[config.mk]
export PLATFORM = sky130hd
export DESIGN_NAME = prog_loader
export DESIGN_NICKNAME = d
export VERILOG_FILES = /design/src/rtl/prog_loader.sv
export SDC_FILE = /design/constraint.sdc
export NUM_CORES = 1
export LEC_CHECK = 0
export CAP_MARGIN = 25
export CORE_MARGIN = 2
export CORE_UTILIZATION = 30
export CTS_BUF_LIST = sky130_fd_sc_hd__clkbuf_4 sky130_fd_sc_hd__clkbuf_8
export CTS_CLUSTER_DIAMETER = 60
export DETAILED_ROUTE_END_ITERATION = 10
export PLACE_DENSITY = 0.51
export SLEW_MARGIN = 10
export SYNTH_ARGS = -nofsm -noshare
export SYNTH_HDL_FRONTEND = slang
export SYNTH_SLANG_ARGS = --single-unit
export TNS_END_PERCENT = 20
[constraint.sdc]
create_clock -name clk -period 2.1 [get_ports clk]
set_input_delay 0.315 -clock clk [delete_from_list [all_inputs] [get_ports clk]]
set_output_delay 0.315 -clock clk [all_outputs]
set_load 0.02 [all_outputs]
[src/rtl/prog_loader.sv]
// Serial program loader: unpacks a framed byte stream into 16-bit instruction words,
// writes them from address 0 and releases the core only after a clean checksum.
module prog_loader #(
   parameter int         ADDR_W    = 8,
   parameter logic [7:0] SYNC_BYTE = 8'hA5,
   parameter int         TIMEOUT   = 1000
) (
   input  logic              clk,
   input  logic              rst,
   input  logic [7:0]        rx_data,
   input  logic              rx_valid,
   output logic              rx_ready,
   output logic              mem_we,
   output logic [ADDR_W-1:0] mem_addr,
   output logic [0:15]       mem_wdata,
   output logic              core_run,
   output logic              done,
   output logic              err,
   output logic [ADDR_W:0]   words_loaded
);

   localparam int RW = (ADDR_W + 1 > 9) ? ADDR_W + 1 : 9;
   localparam int TW = $clog2(TIMEOUT + 1);

   typedef enum logic [2:0] {IDLE, COUNT, HI, LO, WRITE, CHK, DONE, ERR} state_t;

   state_t          state;
   state_t          state_nxt;
   logic [ADDR_W-1:0] addr;
   logic [7:0]      hi_byte;
   logic [7:0]      lo_byte;
   logic [7:0]      acc;
   logic [RW-1:0]   remaining;
   logic [TW-1:0]   idle_cnt;
   logic            xfer;
   logic            is_sync;
   logic            timed;
   logic            timeout_hit;

   // Handshake: a byte moves when rx_valid & rx_ready are both high at a rising edge;
   // rx_ready is low only in reset and during the single WRITE cycle.
   always_comb begin
      rx_ready    = !rst && (state != WRITE);
      xfer        = rx_valid && rx_ready;
      is_sync     = xfer && (rx_data == SYNC_BYTE);
      timed       = (state == COUNT) || (state == HI) || (state == LO) || (state == CHK);
      timeout_hit = timed && !xfer && (idle_cnt == TW'(TIMEOUT - 1));
      state_nxt   = state;
      case (state)
         IDLE, DONE, ERR: if (is_sync) state_nxt = COUNT;
         COUNT:           if (xfer) state_nxt = HI;
         HI:              if (xfer) state_nxt = LO;
         LO:              if (xfer) state_nxt = WRITE;
         WRITE:           state_nxt = (remaining == RW'(1)) ? CHK : HI;
         CHK:             if (xfer) state_nxt = (rx_data == acc) ? DONE : ERR;
         default:         state_nxt = IDLE;
      endcase
      if (timeout_hit) state_nxt = ERR;

      mem_we    = (state == WRITE) && !rst;
      mem_addr  = addr;
      mem_wdata = {hi_byte, lo_byte};
      done      = (state == DONE);
      core_run  = (state == DONE);
      err       = (state == ERR);
   end

   always_ff @(posedge clk) begin
      if (rst) begin
         state        <= IDLE;
         addr         <= '0;
         hi_byte      <= '0;
         lo_byte      <= '0;
         acc          <= '0;
         remaining    <= '0;
         idle_cnt     <= '0;
         words_loaded <= '0;
      end else begin
         state    <= state_nxt;
         idle_cnt <= (timed && !xfer) ? idle_cnt + TW'(1) : '0;
         case (state)
            IDLE, DONE, ERR: begin
               if (is_sync) begin
                  addr         <= '0;
                  acc          <= '0;
                  words_loaded <= '0;
               end
            end
            COUNT: begin
               // A count of zero means a full memory image.
               if (xfer) remaining <= (rx_data == 8'd0) ? (RW'(1) << ADDR_W) : RW'(rx_data);
            end
            HI: begin
               if (xfer) begin
                  hi_byte <= rx_data;
                  acc     <= acc ^ rx_data;
               end
            end
            LO: begin
               if (xfer) begin
                  lo_byte <= rx_data;
                  acc     <= acc ^ rx_data;
               end
            end
            WRITE: begin
               addr         <= addr + ADDR_W'(1);
               words_loaded <= words_loaded + (ADDR_W + 1)'(1);
               remaining    <= remaining - RW'(1);
            end
            default: ;
         endcase
      end
   end

endmodule

==> metrics <==
total power draw=3620 uW; Worst-path clk slew=0.07 ns; core box area=0.0102 mm^2; Crit Path Class=flop to output pin; Max-slew headroom=between 60% and 70%; unrepaired setup endpoints after global routing=false; top-area cell type share of the netlist area=between 40% and 50%; die area=approximately 0.011 mm^2; fillers=1,073; initial antenna violation count=0; global-route track usage on met3=between 3 and 4%; largest net degree at the start of global routing=34; Ant. Diodes=0; Synth Instances=~360; remaining global-route overflow=0; Hold Crit Class=flop to flop; register area=0.00126 mm^2; Slowest cell on crit path=or3b_2; Hold Path Cell Cnt=1; grt met2 use=between 20% and 30%; busiest grt layer=met2; worst setup path startpoint=state[2]; outcome=finished clean; Final #Nets=between 400 and 500; Synth Net Count=372; most common cell in the synthesized netlist=dfxtp_1; r2r startpoint=state[2]; hpwl dp=5410 um; Lkg Pwr=0.00152 uW; leading area contributor after synthesis=dfxtp_1; CP Cell Sequence=or3b_2, nor2_1, dlygate4sd2_1; Cell variety after synth=56; CP bufs+invs=1; CTS Buf Count=9; worst-case clock buffer depth=2; Die Width=106 um; fin. max-slew vios=0; CP top delay family=simple AND/OR/NAND/NOR gates; max-cap viol count=0; Critical Path End Type=output pin; largest cells by area after synthesis=dfxtp_1, nor2_1, a21oi_1; Total GRT Usage=about 14%; Seq/Total Area, Yosys=approximately two fifths; setup slack, reg-to-reg=0.22 ns; antenna viol nets, final=0; Net Sw Frac=between 30 and 40%; vias post-DR=2,731; CTS tree=built; Multi-input gate area=between 0.0015 and 0.002 mm^2; max incr delay on CP=about 0.46 ns; final hold violation count=0; RR Endpoint=mem_addr[7]; Syn-to-layout area delta=31.4%; routability cong.=approximately 0.75; chip height=106 um; R2R depth=6; vias per inst=between 4 and 5; Yosys warnings=0; worst path arrival time=1.67 ns; fraction of layout cells with a size suffix above 1=between 10% and 20%; internal power=between 2000 and 2500 uW; CP required=~1.8 ns; Synth top cells by count=dfxtp_1, nor2_1, a21oi_1, mux2i_1, nand3_1; initial core utilization=a little under a third; Routed WL=~7700 um; critical path launch point type=flop; Port Buf Inserts=48; vias in the first global route=between 2k and 2.5k; Clock Skews=between 0.007 and 0.008 ns; PwrDens=just under 900 mW/mm^2; Initial DRT Pass Iterations=4; DR WL/cell=13.5 um; mapped cell area=between 0.003 and 0.004 mm^2; Final min period=slightly below 2 ns; CTS root buf=clkbuf_8; clock power share=29.9%; Sequential Power Share=between 30% and 40%; worst vdd ir=0.362 mV; Comb power frac=a little under a third; Crit. path cell count=3; final period utilization=94.3%; H-tree depth=3; Slew @ Worst Pin=~0.46 ns; M1 GR Usage=between 20 and 25%; Post-synth EDFFs=0; Detailed Route Iter0 Violations=67; Top FF cell, synth=dfxtp_1; worst setup path end=mem_we; Sw Pwr=around 1200 uW; ys async rst share=0%; flops & latches, synth=63; Final setup viols=0; DRC errors left=0; Worst-Skew Late Latency=0.34 ns; Syn Area/Cell=~8.7 um^2; clk sinks=63; Fmax achieved=0.505 GHz; first-pass GRT wire length=around 13,000 um; I/O pin count=49; Critical Path Fanout Max=2; utilization after layout=about 40%; Rows=37
## cells in the final DEF (no fill, tap or decap), types with 3 or more instances in the layout
master	synthesis	layout
nand3b_1	10	10
a21oi_1	37	37
mux2i_1	16	16
clkbuf_8	0	10
buf_4	6	33
or3_1	3	3
clkinv_2	0	3
clkdlybuf4s50_1	0	42
o21ai_0	13	13
o21a_1	5	5
nor3_1	7	7
a31oi_1	3	3
and3_1	7	7
or2_0	3	3
xnor2_1	13	13
nand2b_1	4	4
mux2_2	3	3
xor2_1	3	3
dlygate4sd2_1	0	3
a211oi_1	8	8
nand2_1	12	12
dfxtp_1	63	63
inv_1	6	6
or2_2	3	3
nor2_1	50	50
ha_1	5	5
nand4_1	5	5
nand3_1	16	16
o211ai_1	4	4
nor2b_1	3	3
## cell families (layout without fill, tap and decap cells)
| group | count (synthesis) | in the layout | synth area share, % |
|---|---|---|---|
| and+or+nand+nor | 142 | 142 | 25.1 |
| AOI/OAI and AO/OA | 83 | 83 | 16.4 |
| DFF | 63 | 63 | 40.5 |
| buffers and inverters | 28 | 104 | 5.27 |
| muxes | 19 | 19 | 6.23 |
| xor gates and xnor gates | 16 | 16 | 4.50 |
| adders and majority gates | 5 | 5 | 2.01 |
## routing by layer
layer	share of wire, %	wire length (um)
met1	51	3940
met4	1.1	87
met5	0	0
met3	2.9	224
met2	44	3400
## per-stage QoR
stage	worst slack [ns]	hold WS (ns)	instance area, um^2	TNS (ns)	instances
6_report	0.120	0.449	4090	0	568
3_3_place_gp	-0.0671	0.432	3880	-0.0671	551
4_1_cts	-0.0273	0.448	4080	-0.0273	567
3_5_place_dp	-0.0652	0.439	3880	-0.225	551
2_1_floorplan	0.280	0.418	3110	0	356
5_1_grt	0.00906	0.481	4090	0	568
## power groups by stage
stage	clock [uW]	combinational [uW]	sequential, uW
after floorplan	0	732	1450
after global placement	0	1130	1420
after detailed placement	0	1130	1420
after CTS	1110	1140	1390
after global routing	1160	1290	1410
final	1080	1140	1390
## worst min path at each step
stage	from	endpoint	slack, ns
3_3_place_gp	idle_cnt[0]	idle_cnt[0]	0.43
5_1_grt	idle_cnt[0]	idle_cnt[0]	0.48
4_1_cts	idle_cnt[0]	idle_cnt[0]	0.45
3_5_place_dp	idle_cnt[0]	idle_cnt[0]	0.44
6_report	idle_cnt[0]	idle_cnt[0]	0.45
2_1_floorplan	idle_cnt[0]	idle_cnt[0]	0.42
## cell type report
cell class | count | area share, %
multi-input combinational | 265 | 41.4
sequential | 63 | 30.8
clock inverter | 4 | 1.10
clock buffer | 12 | 3.73
tap | 136 | 4.16
timing repair buffer | 82 | 18.2
inverter | 6 | 0.551
## timing repair
action / CTS / global route
buffers inserted: 0 / 1
hold buffers: 0 / 0
hold endpoints to repair: 0 / 0
resized for setup: 4 / 2
endpoints found under the setup margin: 4 / 3
## worst register-to-register path: stages (launching register included)
cell and delay (ns):
dfxtp_1 0.33, or3b_2 0.46, buf_4 0.21, nor3_1 0.34, nand3_1 0.14, or2_0 0.21, a21oi_1 0.13
## registers in the layout, summed over array words and instances, names as in the netlist
register and count:
hi_byte 8, idle_cnt 10, lo_byte 8, words_loaded 9, remaining 9, acc 8
state 3, mem_addr 8
(Power assumes the default switching activity.)
